===== config.mk =====
export PLATFORM = sky130hd
export DESIGN_NAME = tc_clk_div_multi
export DESIGN_NICKNAME = d
export VERILOG_FILES = /design/src/rtl/tc_clk_div_pkg.sv /design/src/rtl/tc_clk_div_ch.sv /design/src/rtl/tc_clk_mux2.sv /design/src/rtl/tc_clk_div_multi.sv
export SDC_FILE = /design/constraint.sdc
export NUM_CORES = 1
export LEC_CHECK = 0
export ABC_CLOCK_PERIOD_IN_PS = 4940
export BUFFER_PORTS_ARGS = -buffer_cell sky130_fd_sc_hd__buf_2
export CORE_UTILIZATION = 50
export CTS_CLUSTER_DIAMETER = 40
export CTS_CLUSTER_SIZE = 25
export DETAILED_ROUTE_END_ITERATION = 12
export PLACE_DENSITY = 0.74
export SYNTH_ARGS = -nofsm -noshare
export SYNTH_HDL_FRONTEND = slang
export SYNTH_SLANG_ARGS = --single-unit

===== constraint.sdc =====
create_clock -name clk_i -period 4.94 [get_ports clk_i]
set_clock_uncertainty 0.1 [all_clocks]
set_input_delay 0.741 -clock clk_i [delete_from_list [all_inputs] [get_ports clk_i]]
set_output_delay 0.741 -clock clk_i [all_outputs]
set_load 0.05 [all_outputs]

===== src/rtl/tc_clk_div_pkg.sv =====
// Shared types and helpers for the multi-channel integer clock divider.
package tc_clk_div_pkg;

    localparam int unsigned MIN_DIV = 2;

    typedef enum logic {STOPPED, RUNNING} ch_state_e;

    // Ratios below 2 cannot produce a toggling clock, so they are raised to 2.
    function automatic int unsigned clamp_div(input int unsigned div);
        return (div < MIN_DIV) ? MIN_DIV : div;
    endfunction

endpackage


===== src/rtl/tc_clk_div_ch.sv =====
// One divider channel: period counter, run/stop FSM, ratio handshake and registered clock.
module tc_clk_div_ch
    import tc_clk_div_pkg::*;
#(
    parameter int unsigned CNT_W       = 8,
    parameter int unsigned DEFAULT_DIV = 2
) (
    input  logic             clk_i,
    input  logic             rst_i,
    input  logic             en_i,
    input  logic [CNT_W-1:0] div_i,
    input  logic             div_valid_i,
    output logic             div_ready_o,
    output logic             running_o,
    output logic             clk_o
);

    typedef logic [CNT_W-1:0] div_t;

    ch_state_e    state_q, state_d;
    div_t         cnt_q, cnt_d;
    div_t         div_q, div_d;
    div_t         pend_val_q, pend_val_d;
    logic         pend_q, pend_d;
    logic         clk_q, clk_d;
    logic         boundary;
    logic         xfer;
    logic [CNT_W:0] high_cycles;

    assign boundary = (state_q == RUNNING) && (cnt_q == div_q - div_t'(1));
    assign xfer     = div_valid_i && !pend_q;

    always_ff @(posedge clk_i or posedge rst_i) begin
        if (rst_i) begin
            state_q    <= STOPPED;
            cnt_q      <= '0;
            div_q      <= div_t'(DEFAULT_DIV);
            pend_val_q <= div_t'(DEFAULT_DIV);
            pend_q     <= 1'b0;
            clk_q      <= 1'b0;
        end else begin
            state_q    <= state_d;
            cnt_q      <= cnt_d;
            div_q      <= div_d;
            pend_val_q <= pend_val_d;
            pend_q     <= pend_d;
            clk_q      <= clk_d;
        end
    end

    // Stopping is only allowed at the period boundary so no runt pulse leaves the channel.
    always_comb begin
        state_d = state_q;
        case (state_q)
            STOPPED: if (en_i) state_d = RUNNING;
            RUNNING: if (boundary && !en_i) state_d = STOPPED;
            default: state_d = STOPPED;
        endcase
    end

    always_comb begin
        div_d      = div_q;
        pend_d     = pend_q;
        pend_val_d = pend_val_q;
        cnt_d      = '0;
        // A pending ratio lands between periods: at once when stopped, else at the boundary.
        if (pend_q && ((state_q == STOPPED) || boundary)) begin
            div_d  = pend_val_q;
            pend_d = 1'b0;
        end
        if (xfer) begin
            pend_d     = 1'b1;
            pend_val_d = div_t'(clamp_div(32'(div_i)));
        end
        if ((state_q == RUNNING) && !boundary) begin
            cnt_d = cnt_q + div_t'(1);
        end
    end

    // Registered output is computed from next-state so clk_q matches cnt_q/div_q after the edge.
    always_comb begin
        high_cycles = ({1'b0, div_d} + (CNT_W+1)'(1)) >> 1;
        clk_d       = (state_d == RUNNING) && ({1'b0, cnt_d} < high_cycles);
    end

    assign div_ready_o = !pend_q;
    assign running_o   = (state_q == RUNNING);
    assign clk_o       = clk_q;

endmodule


===== src/rtl/tc_clk_mux2.sv =====
// Two-input clock multiplexer cell; clk_sel_i=1 selects clk1_i.
module tc_clk_mux2 (
    input  logic clk0_i,
    input  logic clk1_i,
    input  logic clk_sel_i,
    output logic clk_o
);

    assign clk_o = clk_sel_i ? clk1_i : clk0_i;

endmodule


===== src/rtl/tc_clk_div_multi.sv =====
// N-channel runtime-programmable integer clock divider with DFT bypass to the source clock.
module tc_clk_div_multi
    import tc_clk_div_pkg::*;
#(
    parameter int unsigned NUM_CH      = 4,
    parameter int unsigned CNT_W       = 8,
    parameter int unsigned DEFAULT_DIV = 2
) (
    input  logic                    clk_i,
    input  logic                    rst_i,
    input  logic                    test_mode_i,
    input  logic [NUM_CH-1:0]       en_i,
    input  logic [NUM_CH*CNT_W-1:0] div_i,
    input  logic [NUM_CH-1:0]       div_valid_i,
    output logic [NUM_CH-1:0]       div_ready_o,
    output logic [NUM_CH-1:0]       running_o,
    output logic [NUM_CH-1:0]       clk_o
);

    logic [NUM_CH-1:0] clk_div;

    for (genvar c = 0; c < NUM_CH; c++) begin : g_ch
        tc_clk_div_ch #(
            .CNT_W       (CNT_W),
            .DEFAULT_DIV (DEFAULT_DIV)
        ) u_ch (
            .clk_i       (clk_i),
            .rst_i       (rst_i),
            .en_i        (en_i[c]),
            .div_i       (div_i[c*CNT_W +: CNT_W]),
            .div_valid_i (div_valid_i[c]),
            .div_ready_o (div_ready_o[c]),
            .running_o   (running_o[c]),
            .clk_o       (clk_div[c])
        );

        tc_clk_mux2 u_mux (
            .clk0_i    (clk_div[c]),
            .clk1_i    (clk_i),
            .clk_sel_i (test_mode_i),
            .clk_o     (clk_o[c])
        );
    end

endmodule


# --- After elaboration in Yosys (flattened, before gate mapping) ---
# Cells that the tools add are included.
classes:
  eq_ne: 4
  reduce_logical: 44
  mux: 36
  n_lt_le_gt_ge: 8
  addsub: 12
  n_bitwise: 4
ops:
  columns: ["cell", "count"]
  rows:
  - ["8-bit two-way mux", 12]
  - ["8-bit by 1-bit adder with 9-bit output (second input constant)", 4]
  - ["8-bit by 1-bit adder with 8-bit output (second input constant)", 4]
  - ["8-bit equality test", 4]
  - ["8-bit by 2-bit less-than comparator with 1-bit output (second input constant)", 4]
  - ["8-bit less-than comparator", 4]
  - ["8-bit by 1-bit subtractor with 8-bit output (second input constant)", 4]
  - ["1-bit logical AND", 24]
  - ["1-bit two-way mux", 20]
  - ["1-bit zero test", 12]
  - ["1-bit case mux with 2 select lines", 4]
  - ["2-bit nonzero test", 4]
  - ["1-bit logical OR", 4]
  - ["1-bit NOT", 4]
word_totals:
  regBits: 108
  inputBits: 43
  elab_cells: 132

# --- Longest topological paths before layout ---
logic_depth:
  ltp_word: 9
  mapped_depth: 22
  depth_no_buf: 20

# --- By module ---
# A second synthesis with hierarchy kept.
unflattened:
  hier_cells: 816
  hier_area_um2: 7722.4
by_module_without_submodules:
  columns: ["mod", "area_each_um2", "instances", "cells_per_inst"]
  rows:
  - ["tc_clk_div_ch", 1915.6, 4, 203]
  - ["tc_clk_mux2", 15.0, 4, 1]

==> impl_metrics.env <==
export IMPL_r2r_start="g_ch[1].u_ch.div_q[3]$_DFF_PP0_"
export IMPL_clkTransAtPathRegs_ps=70
export IMPL_gr_total_overflow=0
export IMPL_cts_hold_fix_buffers=0
export IMPL_synth_warnings=0
export IMPL_synth_avg_cell_area_um2=9.07
export IMPL_clock_latency_ps=460
export IMPL_path_cells="clkbuf_16, clkbuf_16, clkbuf_16, clkbuf_16, clkbuf_16, nand2_1, clkbuf_16, clkbuf_16, o21ai_0, buf_2"
export IMPL_die_area_um2=14800
export IMPL_synth_seq_cells=108
export IMPL_critPathMaxStageDelay_ps=210
export IMPL_route_detailed_drc=0
export IMPL_synth_xor_area_frac=0.136
export IMPL_worst_pin_slew_ps=939
export IMPL_synth_cells=787
export IMPL_ff2ff_setup_slack_ps=510
export IMPL_post_cts_repair_setup_buffers=0
export IMPL_path_max_fanout=2
export IMPL_ys_seq_area_frac=0.380
export IMPL_synth_distinct_cells=66
export IMPL_setup_tns_ps=0
export IMPL_grt_usage=0.223
export IMPL_synth_area_leaders="dfrtp_1 (35%), ha_1 (7.0%), xnor2_1 (6.9%)"
export IMPL_worst_endpoint_required_ps=4100
export IMPL_rr_worst_depth=17
export IMPL_slew_violations=0
export IMPL_hpwlAfterDp_mm=10.8
export IMPL_cts_tree="done"
export IMPL_worstPathArrival_ps=3760
export IMPL_synth_async_reset_ratio=1.00
export IMPL_synthMuxAreaShare=0.0545
export IMPL_drv_cap=0
export IMPL_synth_edf_count=0
export IMPL_die_y_um=122
export IMPL_setup_ws_ps=343
export IMPL_synth_top_family_by_area="simple AND/OR/NAND/NOR gates"
export IMPL_final_cell_mix="dfrtp_1 (100), nand2_1 (95), nor2_1 (72)"
export IMPL_initial_core_util=0.514
export IMPL_grt_max_degree=80
export IMPL_postCtsResizedCells=0
export IMPL_drtIter0Drc=316
export IMPL_syn_nets=870
export IMPL_hold_depth=3
export IMPL_hold_path_class="input port to flop"
export IMPL_p_leak_nw=3.67
export IMPL_pre_cts_slack_ps=536
export IMPL_nets=905
export IMPL_setup_viol=0
export IMPL_status="completed"
export IMPL_worstSetupPathType="clock port to output port"
export IMPL_antenna_found_initial=0
export IMPL_die_width_um=122
export IMPL_min_from="div_i[1]"
export IMPL_holdPathEnd="g_ch[0].u_ch.pend_val_q[1]$_DFFE_PP1P_"
export IMPL_ys_flop_type="dfrtp_1"
export IMPL_synthAdderAreaFrac=0.0715
export IMPL_dp_cells=982
export IMPL_via_per_inst=5.39
export IMPL_gp_congestion=0.868
export IMPL_io_pins=55
export IMPL_numPortBuffers=54
export IMPL_yosysTopAreaCell="dfrtp_1"
export IMPL_powerDensity_nw_per_um2=281
export IMPL_detail_route_antenna_nets=0
export IMPL_synth_simple_area_share=0.214
export IMPL_placed_area_um2=7460
export IMPL_mappedNetlistArea_um2=7140
export IMPL_hold_violations=0
export IMPL_wl_mm=14.7
export IMPL_syn_to_final_growth_pct=12.0
export IMPL_postLayoutCellArea_um2=8000
export IMPL_num_antenna_cells=0
export IMPL_coreArea_um2=13900
export IMPL_rr_endpoint="g_ch[1].u_ch.clk_o$_DFF_PP0_"
export IMPL_grt_pass1_vias=5457
export IMPL_cp_slowest_cell="buf_2"
export IMPL_critPathCaptureType="output port"
export IMPL_final_cells=1006
export IMPL_crit_top_cell="clkbuf_16"
export IMPL_whs_ps=371
export IMPL_vdd_drop_max_v=0.000255
export IMPL_via_count=5420
export IMPL_wire_per_inst_um=14.6
export IMPL_rsz0062_at_grt="false"
export IMPL_drive_gt1_frac=0.154
export IMPL_synth_compound_area_frac=0.0918
export IMPL_drt_pass1_iter_count=4
export IMPL_mostFrequentLayoutCell="dfrtp_1"
export IMPL_num_rows=43
export IMPL_critPathLaunchType="clock port"
export IMPL_relSlewSlack=0.374
export IMPL_grt_pass1_wl_mm=25.5
export IMPL_synth_top_area_share=0.350
-- where the power goes --
part / switching [mW] / total, mW / internal [mW]
sequential: 0.0441 / 0.966 / 0.921
clock: 0.448 / 1.18 / 0.732
combinational: 0.0549 / 0.106 / 0.0508
total: 0.547 / 2.25 / 1.70
-- layer usage --
metal	part of all wire	vias to the layer above	wire length [um]	GRT usage
met4	0.019	0	274	0.0941
met3	0.029	25	422	0.0583
met5	0	-	0	0
met1	0.47	2560	6940	0.285
li1	-	2754	-	-
met2	0.48	81	7020	0.359
-- Yosys cell counts, types with 10 or more instances --
library cell  instances
nand4_1              12
a21oi_1              31
inv_1                34
and3_1               15
buf_4                14
nor2_1               72
mux2_1               10
xnor2_1              56
xor2_1               53
nand3_1              50
dfrtp_1             100
clkbuf_1             27
o21ai_0              19
ha_1                 40
o21ai_1              10
mux2_2               13
nand2_1              95
nor3_1               15
-- critical path: cells and delay by family --
| kind | cells | cell delay [ps] |
|---|---|---|
| buf+inv | 8 | 1110 |
| compound gates | 1 | 70 |
| simple gates | 1 | 90 |
-- stage by stage --
| stage | total power [mW] | utilization |
|---|---|---|
| 3_3_place_gp | 1.18 | 0.537 |
| 4_1_cts | 2.28 | 0.576 |
| 3_5_place_dp | 1.18 | 0.537 |
| 6_report | 2.25 | 0.576 |
| 5_1_grt | 2.34 | 0.576 |
| 2_1_floorplan | 1.14 | - |
-- sequential cells by signal, indices dropped and copies added (netlist names) --
| register | cells |
|---|---|
| g_ch.u_ch.cnt_q | 32 |
| g_ch.u_ch.div_q | 32 |
| g_ch.u_ch.pend_val_q | 32 |
| g_ch.u_ch.clk_o | 4 |
| g_ch.u_ch.pend_q | 4 |
| g_ch.u_ch.running_o | 4 |
-- worst max path at each step --
stage | slack [ps] | end | start
after global placement | 570 | g_ch[1].u_ch.clk_o$_DFF_PP0_ | g_ch[1].u_ch.div_q[3]$_DFF_PP0_
after detailed placement | 540 | g_ch[1].u_ch.clk_o$_DFF_PP0_ | g_ch[1].u_ch.div_q[3]$_DFF_PP0_
after floorplan | 590 | g_ch[1].u_ch.clk_o$_DFF_PP0_ | g_ch[1].u_ch.div_q[3]$_DFF_PP0_
after CTS | 320 | clk_o[0] | clk_i
final | 340 | clk_o[0] | clk_i
after global routing | 180 | g_ch[0].u_ch.clk_o$_DFF_PP0_ | g_ch[0].u_ch.div_q[0]$_DFF_PP0_
-- logic make-up after synthesis --
kind of cell / after synthesis
fa+ha+maj: 41
compound gates: 98
xor+xnor: 110
buf+inv: 81
flops: 108
mux: 32
simple gates: 317
-- final cells by class --
type	instances	area (um2)
Fill cell	1242	5880
Multi-Input combinational cell	598	4060
Sequential cell	108	2710
Clock buffer	24	488
Timing Repair Buffer	58	310
Tap cell	180	225
Inverter	34	130
Clock inverter	4	75.1
Note: power is estimated with default switching activity, not from simulation.
